### config.mk
export PLATFORM = sky130hd
export DESIGN_NAME = fifo_ctrl_param
export DESIGN_NICKNAME = d
export VERILOG_FILES = /design/src/rtl/fifo_ctrl_param.sv
export SDC_FILE = /design/constraint.sdc
export NUM_CORES = 1
export LEC_CHECK = 0
export CORE_MARGIN = 5
export CORE_UTILIZATION = 42
export CTS_CLUSTER_SIZE = 24
export DETAILED_ROUTE_END_ITERATION = 16
export PLACE_DENSITY = 0.75
export SLEW_MARGIN = 20
export SYNTH_ARGS = -nofsm -noshare
export SYNTH_HDL_FRONTEND = slang
export SYNTH_SLANG_ARGS = --single-unit
export TNS_END_PERCENT = 100
### constraint.sdc
create_clock -name clk -period 2.4 [get_ports clk]
set_input_delay 0.24 -clock clk [delete_from_list [all_inputs] [get_ports clk]]
set_output_delay 0.24 -clock clk [all_outputs]
set_load 0.02 [all_outputs]
### src/rtl/fifo_ctrl_param.sv
// Pointer/occupancy controller for a FIFO whose storage is an external dual-port RAM.
// Any depth >= 2 is supported, including non-power-of-two; pointers wrap explicitly at DEPTH-1.
module fifo_ctrl_param #(
   parameter int DEPTH     = 16,
   parameter int ADDR_W    = $clog2(DEPTH),
   parameter int AF_THRESH = DEPTH - 4,
   parameter int AE_THRESH = 4
) (
   input  logic              clk,
   input  logic              reset,
   input  logic              read,
   input  logic              write,
   input  logic              flush,
   input  logic              clr_err,
   output logic              wr_en,
   output logic              rd_en,
   output logic [ADDR_W-1:0] writeAddr,
   output logic [ADDR_W-1:0] readAddr,
   output logic [ADDR_W:0]   count,
   output logic              empty,
   output logic              full,
   output logic              almost_empty,
   output logic              almost_full,
   output logic              overflow,
   output logic              underflow
);

   localparam logic [ADDR_W-1:0] LAST_PTR = ADDR_W'(DEPTH - 1);
   localparam logic [ADDR_W:0]   DEPTH_C  = (ADDR_W + 1)'(DEPTH);
   localparam logic [ADDR_W:0]   ONE_C    = (ADDR_W + 1)'(1);

   // Thresholds are clamped into the range count can hold, so odd parameter
   // choices give "never" or "always" instead of a truncated compare value.
   localparam int  AF_CLAMP = (AF_THRESH < 0) ? 0 : ((AF_THRESH > DEPTH) ? DEPTH + 1 : AF_THRESH);
   localparam int  AE_CLAMP = (AE_THRESH > DEPTH) ? DEPTH : AE_THRESH;
   localparam bit  AE_NEVER = (AE_THRESH < 0);
   localparam logic [ADDR_W:0] AF_T = (ADDR_W + 1)'(AF_CLAMP);
   localparam logic [ADDR_W:0] AE_T = (ADDR_W + 1)'(AE_NEVER ? 0 : AE_CLAMP);

   logic [ADDR_W-1:0] wr_ptr;
   logic [ADDR_W-1:0] rd_ptr;
   logic [ADDR_W:0]   occ;
   logic              ovf_q;
   logic              udf_q;

   logic set_ovf;
   logic set_udf;

   function automatic logic [ADDR_W-1:0] next_ptr(input logic [ADDR_W-1:0] p);
      return (p == LAST_PTR) ? '0 : p + ADDR_W'(1);
   endfunction

   // Status decode is purely from registered occupancy.
   assign empty        = (occ == '0);
   assign full         = (occ == DEPTH_C);
   assign almost_full  = (occ >= AF_T);
   assign almost_empty = !AE_NEVER && (occ <= AE_T);

   // Strobes are gated by reset so the RAM sees no activity while reset is held.
   assign wr_en = reset & write & ~full  & ~flush;
   assign rd_en = reset & read  & ~empty & ~flush;

   assign set_ovf = write & full  & ~flush;
   assign set_udf = read  & empty & ~flush;

   assign writeAddr = wr_ptr;
   assign readAddr  = rd_ptr;
   assign count     = occ;
   assign overflow  = ovf_q;
   assign underflow = udf_q;

   // NOTE: sequential state is updated only with non-blocking assignments so every
   // register samples pre-edge values, independent of statement order.
   always_ff @(posedge clk or negedge reset) begin
      if (!reset) begin
         wr_ptr <= '0;
         rd_ptr <= '0;
         occ    <= '0;
      end else if (flush) begin
         wr_ptr <= '0;
         rd_ptr <= '0;
         occ    <= '0;
      end else begin
         if (wr_en) wr_ptr <= next_ptr(wr_ptr);
         if (rd_en) rd_ptr <= next_ptr(rd_ptr);
         // Simultaneous accept leaves occupancy unchanged.
         unique case ({wr_en, rd_en})
            2'b10:   occ <= occ + ONE_C;
            2'b01:   occ <= occ - ONE_C;
            default: occ <= occ;
         endcase
      end
   end

   // Error flags survive flush; a new error in the clearing cycle wins.
   always_ff @(posedge clk or negedge reset) begin
      if (!reset) begin
         ovf_q <= 1'b0;
         udf_q <= 1'b0;
      end else begin
         if (set_ovf)      ovf_q <= 1'b1;
         else if (clr_err) ovf_q <= 1'b0;
         if (set_udf)      udf_q <= 1'b1;
         else if (clr_err) udf_q <= 1'b0;
      end
   end

endmodule

==> flow_summary.yaml, run 1 <==
run_status:
  status: "complete, no violations"
global_route:
  grt_pass1_vias: 904
  grt_pass1_wl_mm: 4.098
  track_usage: 0.1543
  grt_overflow: 0
  grt_max_degree: 21
  antenna_found_initial: 0
floorplan:
  die_h_um: 58.33
  rows: 17
  core_area_um2: 2212
  dieArea_um2: 3402
  initial_core_util: 0.4434
  io_pins: 27
  die_w_um: 58.33
clock_network:
  ctsHoldBuffers: 0
  clk_latency_ps: 280
  cts_max_level: 1
  cts_sinks: 15
  clock_path_buffers: 2
  root_buffer: "clkbuf_4"
  cts_inserted_buffers: 3
  tritoncts: "done"
  clk_pin_slew_ps: 90
job:
  cap_violations: 0
timing:
  fin_crit_sh: 0.9661
  clock.fmax_ghz: 0.4313
  slew_headroom: 0.7430
  setup_violations: 0
  hold_violations: 0
  worst_slew_pin_slew_ps: 385.5
  min_period_ps: 2319
  fin_skew_ps: 7.227
  holdWs_ps: 329.1
  rsz0062_at_grt: "true"
  slew_violations: 0
power_and_ir_drop:
  power.total_uw: 678.6
  max-vdd-ir-drop_mv: 0.2807
  power_density_nw_per_um2: 464.3
  p_leak_uw: 0.0006991
detailed_routing:
  avgRoutedWirePerCell_um: 14.20
  drt-total-wl_mm: 2.443
  drc: 0
  drtIter0Drc: 13
  drt_pass1_iterations: 4
  vias: 895
  ant_nets: 0
  viasPerCell: 5.203
layout:
  syn_to_final_growth_pct: 48.98
  fill_cells: 190
  finalNonFillerCells: 172
  finalNetCount: 157
  n_antenna_cell: 0
  drive_above_1_share: 0.2222
  fin_util: 0.6606
critical_path:
  reg2reg_to: "count[4]$_DFFE_PN0P_"
  critPathKind: "reg -> reg"
  rrSetupSlack_ps: 80
  worstPathRequired_ps: 2580
  crit_path_end_kind: "flop"
  start_kind: "flop"
  timing.rr.start: "count[3]$_DFFE_PN0P_"
  cp.arrival_ps: 2500
  ff2ff_path_depth: 9
  crit_fanout: 3
synthesis:
  synth_cells: 102
  synth.avg_cell_area_um2: 9.617
  synth_edf_count: 0
  synth_nets: 114
  yosysUniqueCellTypes: 33
  ys_ff_latch: 15
  yosysSeqAreaShare: 0.3827
  ys_warn_count: 0
  async_flop_share: 1.000
  yosys_most_used_dff: "dfrtp_1"
  synthesis.area_um2: 980.9
place:
  dp_hpwl_mm: 1.823
  dp.cells: 162
  place_congestion: 0.7551
  port_buffers: 26
hold_path:
  hold_path.class: "in -> async"
==> cells by family (layout without fill, tap and decap cells) <==
kind of cell,after synthesis,count (layout),share of synthesized area
xor gates and xnor gates,8,8,0.07143
buffers and inverters,14,56,0.06249
AOI/OAI and AO/OA,21,21,0.1837
adders and majority gates,6,6,0.08418
muxes,5,5,0.05230
and+or+nand+nor,33,33,0.1633
DFF,15,15,0.3827
==> power breakdown <==
| group | internal [uW] | total [uW] | switching [uW] | leakage (uW) |
|---|---|---|---|---|
| logic | 126 | 256 | 129 | 0.000481 |
| clock network | 64.5 | 145 | 80.3 | 0.0000150 |
| registers | 265 | 278 | 13.0 | 0.000203 |
==> synth_stat cells (2+ instances only) <==
master / count / area share
inv_1: 9 / 0.034
xnor2_1: 5 / 0.045
mux2i_1: 4 / 0.041
o32ai_1: 2 / 0.018
a21o_1: 2 / 0.015
nand2b_1: 3 / 0.019
or3_1: 2 / 0.013
nand2_1: 6 / 0.023
nand4_1: 2 / 0.013
nor2_1: 14 / 0.054
buf_1: 2 / 0.0077
nor3_1: 2 / 0.010
a21oi_1: 8 / 0.041
ha_1: 5 / 0.064
xor2_1: 3 / 0.027
o21ai_0: 2 / 0.010
dfrtp_1: 15 / 0.38
==> how the worst max path moves through the flow <==
stage / endpoint / depth (start not counted) / startpoint / slack (ps)
after floorplan: count[4]$_DFFE_PN0P_ / 10 / count[0]$_DFFE_PN0P_ / -20
after global placement: count[4]$_DFFE_PN0P_ / 9 / count[3]$_DFFE_PN0P_ / 80
after detailed placement: count[4]$_DFFE_PN0P_ / 9 / count[3]$_DFFE_PN0P_ / 40
after CTS: full / 6 / count[0]$_DFFE_PN0P_ / 10
after global routing: count[3]$_DFFE_PN0P_ / 9 / count[3]$_DFFE_PN0P_ / -70
final: count[4]$_DFFE_PN0P_ / 9 / count[3]$_DFFE_PN0P_ / 80
==> per-stage QoR <==
stage | setup TNS [ps] | area (um2) | worst slack, ps
2_1_floorplan | -22.97 | 1012 | -20.59
3_3_place_gp | 0 | 1363 | 81.97
3_5_place_dp | 0 | 1363 | 36.37
4_1_cts | 0 | 1403 | 11.34
5_1_grt | -90.72 | 1461 | -70.92
6_report | 0 | 1461 | 81.30
==> layer usage <==
metal,vias up,track usage,share of wire
met5,-,0,0
met4,0,0.03642,0
met3,0,0.04605,0.071
met2,24,0.2775,0.52
met1,435,0.1780,0.41
li1,436,-,-
==> what timing repair did <==
item                                    CTS  global route
resized for setup                         1             5
buffers inserted                          1             5
pin swaps                                 0             2
endpoints found under the setup margin    4             5
==> layout by cell type, fill, tap and decap left out, types with 2 or more instances in the layout <==
cell type / count
nand2b_1: 3
a21oi_1: 7
ha_4: 2
or3_1: 2
a21o_1: 2
dfrtp_2: 2
o21ai_0: 2
nor2_1: 14
ha_1: 3
mux2i_1: 4
dlymetal6s2s_1: 4
clkdlybuf4s50_1: 22
buf_4: 17
clkbuf_4: 3
inv_1: 8
xnor2_1: 5
xor2_1: 3
o32ai_1: 2
nand4_1: 2
dfrtp_1: 13
nor3_1: 2
nand2_1: 6
==> critical path: stages, from the launching register on <==
cell      delay (ps)
dfrtp_2          410
buf_4            150
o41ai_4          390
o211ai_4         150
fa_1             410
nand2b_1         170
a21oi_2          130
xnor2_1          150
a21oi_1           90
a31o_1           190
==> sequential cells by signal, summed over array words and instances, names as in the netlist <==
signal,cells
count,5
readAddr,4
writeAddr,4
overflow,1
underflow,1
==> area by class of cell <==
class | instances | area (um2) | area share
multi-input cells | 73 | 590.6 | 0.4041
repair buffers | 43 | 397.9 | 0.2723
clock buffers | 4 | 26.28 | 0.01798
inverters | 9 | 33.78 | 0.02312
flip-flops and latches | 15 | 377.9 | 0.2586
well taps | 28 | 35.03 | 0.02397
No activity file was read; power rests on OpenSTA's default activity.
==> run 2: changes to the inputs <==
--- a/config.mk
+++ b/config.mk
@@ -5,6 +5,7 @@
 export SDC_FILE = /design/constraint.sdc
 export NUM_CORES = 1
 export LEC_CHECK = 0
+export ABC_AREA = 1
 export CORE_MARGIN = 5
 export CORE_UTILIZATION = 42
 export CTS_CLUSTER_SIZE = 24
==> flow_summary.yaml, run 2 <==
synthesis:
  ys_warn_count: 0
  yosys_most_used_dff: "dfrtp_1"
  synthesis.area_um2: 984.7
  synth_common_cells: "nand2_1, dfrtp_1, inv_1"
  synth.avg_cell_area_um2: 8.563
  synth_nets: 127
  synth_top_area_cell: "dfrtp_1"
  synth_cells: 115
  yosysUniqueCellTypes: 24
  yosysMostFrequentCell: "nand2_1"
  yosysSeqAreaShare: 0.3812
  async_flop_share: 1.000
  synthTopCellsByArea: "dfrtp_1, nand2_1, nand3_1"
  synth_top_area_share: 0.3812
  ys_ff_latch: 15
  synth_edf_count: 0
critical_path:
  start_kind: "flop"
  critical-path-max-stage-delay_ps: 460
  ff2ff_path_depth: 14
  cp.arrival_ps: 2390
  rrSetupSlack_ps: 180
  worstPathRequired_ps: 2570
  crit_family: "simple AND/OR/NAND/NOR gates"
  path_cells: "nor2_2 > nand3_2 > nand3_4 > nand2_4 > fa_1 > nand3b_1 > nand2_1 > nand2_1 > nand2_1 > inv_1 > nand2_1 > nand2_1 > nand2_1 > nand2_1"
  critPathSlowestCell: "dfrtp_1"
  crit_top_cell: "nand2_1"
  crit_buf_inv: 1
  crit_path_end_kind: "flop"
  reg2reg_to: "count[4]$_DFFE_PN0P_"
  timing.rr.start: "count[3]$_DFFE_PN0P_"
  crit_fanout: 6
  critPathKind: "reg -> reg"
layout:
  drive_above_1_share: 0.1974
  finalNetCount: 165
  finalNonFillerCells: 180
  n_antenna_cell: 0
  fin_area_um2: 1368
  mostFrequentLayoutCell: "clkdlybuf4s50_1"
  largest_reg_flops: 5
  syn_to_final_growth_pct: 38.88
  most-common-layout-cells: "clkdlybuf4s50_1, nand2_1, inv_1, dfrtp_1, nand3_1"
detailed_routing:
  vias: 894
  avgRoutedWirePerCell_um: 12.44
  drt-total-wl_mm: 2.240
  drt_pass1_iterations: 4
  drtIter0Drc: 17
  drc: 0
  ant_nets: 0
  viasPerCell: 4.967
power_and_ir_drop:
  power_density_nw_per_um2: 805.6
  power.total_uw: 1102
  p_sw_frac: 0.4348
  max-vdd-ir-drop_mv: 0.5694
  combPwrFrac: 0.544
  p_leak_uw: 0.0006655
  p_clk_frac: 0.127
  p_switching_uw: 479.0
  p_seq_frac: 0.329
  p_int_uw: 622.8
timing:
  fin_ws_ps: 184.3
  worst_slew_pin_slew_ps: 248.8
  setup_violations: 0
  tns_ps: 0
  slew_headroom: 0.8339
  min_period_ps: 2216
  clock.fmax_ghz: 0.4513
  rsz0062_at_grt: "false"
  slew_violations: 0
  hold_violations: 0
  fin_skew_ps: 1.741
  fin_crit_sh: 0.9232
job:
  cap_violations: 0
clock_network:
  ctsResizeCount: 0
  post_cts_buffers: 0
  clk_pin_slew_ps: 80
  cts_inserted_buffers: 3
  tritoncts: "done"
  root_buffer: "clkbuf_4"
  clock_path_buffers: 2
  ctsHoldBuffers: 0
  cts_sinks: 15
  clk_latency_ps: 270
  cts_max_level: 1
global_route:
  track_usage: 0.1411
  grt_max_degree: 9
  grt_pass1_wl_mm: 3.836
  antenna_found_initial: 0
  grt_overflow: 0
  grt_pass1_vias: 907
floorplan:
  die_h_um: 58.42
  die_w_um: 58.42
  io_pins: 27
  initial_core_util: 0.4409
  core_area_um2: 2233
  rows: 17
  dieArea_um2: 3413
run_status:
  status: "complete, no violations"
place:
  place_ws_ps: -7.636
  port_buffers: 26
  placed_area_um2: 1329
  dp.cells: 176
  place_congestion: 0.8122
  dp_hpwl_mm: 1.837
hold_path:
  hold_path.class: "in -> async"
[run 2: changes by cell type after synthesis, sizes merged, moves of 3 or more]
| cell | delta |
|---|---|
| xnor2 | -3 |
| inv | +7 |
| nor2 | -8 |
| nand2 | +24 |
| a21oi | -4 |
| mux2i | -4 |
| buf | -3 |
| nand3 | +16 |
| o21ai | +10 |
| nand2b | -3 |
[run 2: worst max-delay path by stage]
stage,cells after the start,to,startpoint
final,14,count[4]$_DFFE_PN0P_,count[3]$_DFFE_PN0P_
after global placement,16,count[4]$_DFFE_PN0P_,reset
after global routing,14,count[4]$_DFFE_PN0P_,count[0]$_DFFE_PN0P_
after floorplan,15,count[4]$_DFFE_PN0P_,count[4]$_DFFE_PN0P_
after CTS,14,count[4]$_DFFE_PN0P_,count[0]$_DFFE_PN0P_
after detailed placement,16,count[4]$_DFFE_PN0P_,reset
[run 2: layer usage]
layer / vias up / share of wire / GRT usage
li1: 452 / - / -
met1: 424 / 0.44 / 0.1810
met2: 16 / 0.51 / 0.2376
met3: 2 / 0.040 / 0.03289
met4: 0 / 0.0040 / 0.03642
met5: - / 0 / 0
[run 2: final cells by class]
class / count / area, um2
clock buffer: 4 / 26.28
fill: 205 / 865.8
inverter: 16 / 60.06
multi-input combinational: 83 / 550.5
sequential: 15 / 375.4
tap: 28 / 35.03
timing repair buffer: 34 / 320.3
[run 2: power groups by stage]
stage / Sequential (uW) / Clock, uW / Combinational, uW
2_1_floorplan: 406 / 0 / 303
3_3_place_gp: 359 / 0 / 582
3_5_place_dp: 361 / 0 / 597
4_1_cts: 357 / 143 / 600
5_1_grt: 371 / 155 / 643
6_report: 363 / 140 / 599
[run 2: kinds of logic after synthesis]
logic type | after synthesis | synth area share
compound gates | 20 | 0.1258
xor+xnor | 3 | 0.02669
flops | 15 | 0.3812
buf+inv | 17 | 0.07242
fa+ha+maj | 6 | 0.08386
simple gates | 54 | 0.3100
[run 2: metrics by stage]
step                hold WS [ps]  utilization
floorplan                 -55.59            -
global route               352.7       0.6123
finish                     335.7       0.6123
detailed placement         519.3       0.5950
global placement           510.5       0.5950
CTS                        332.4       0.6067
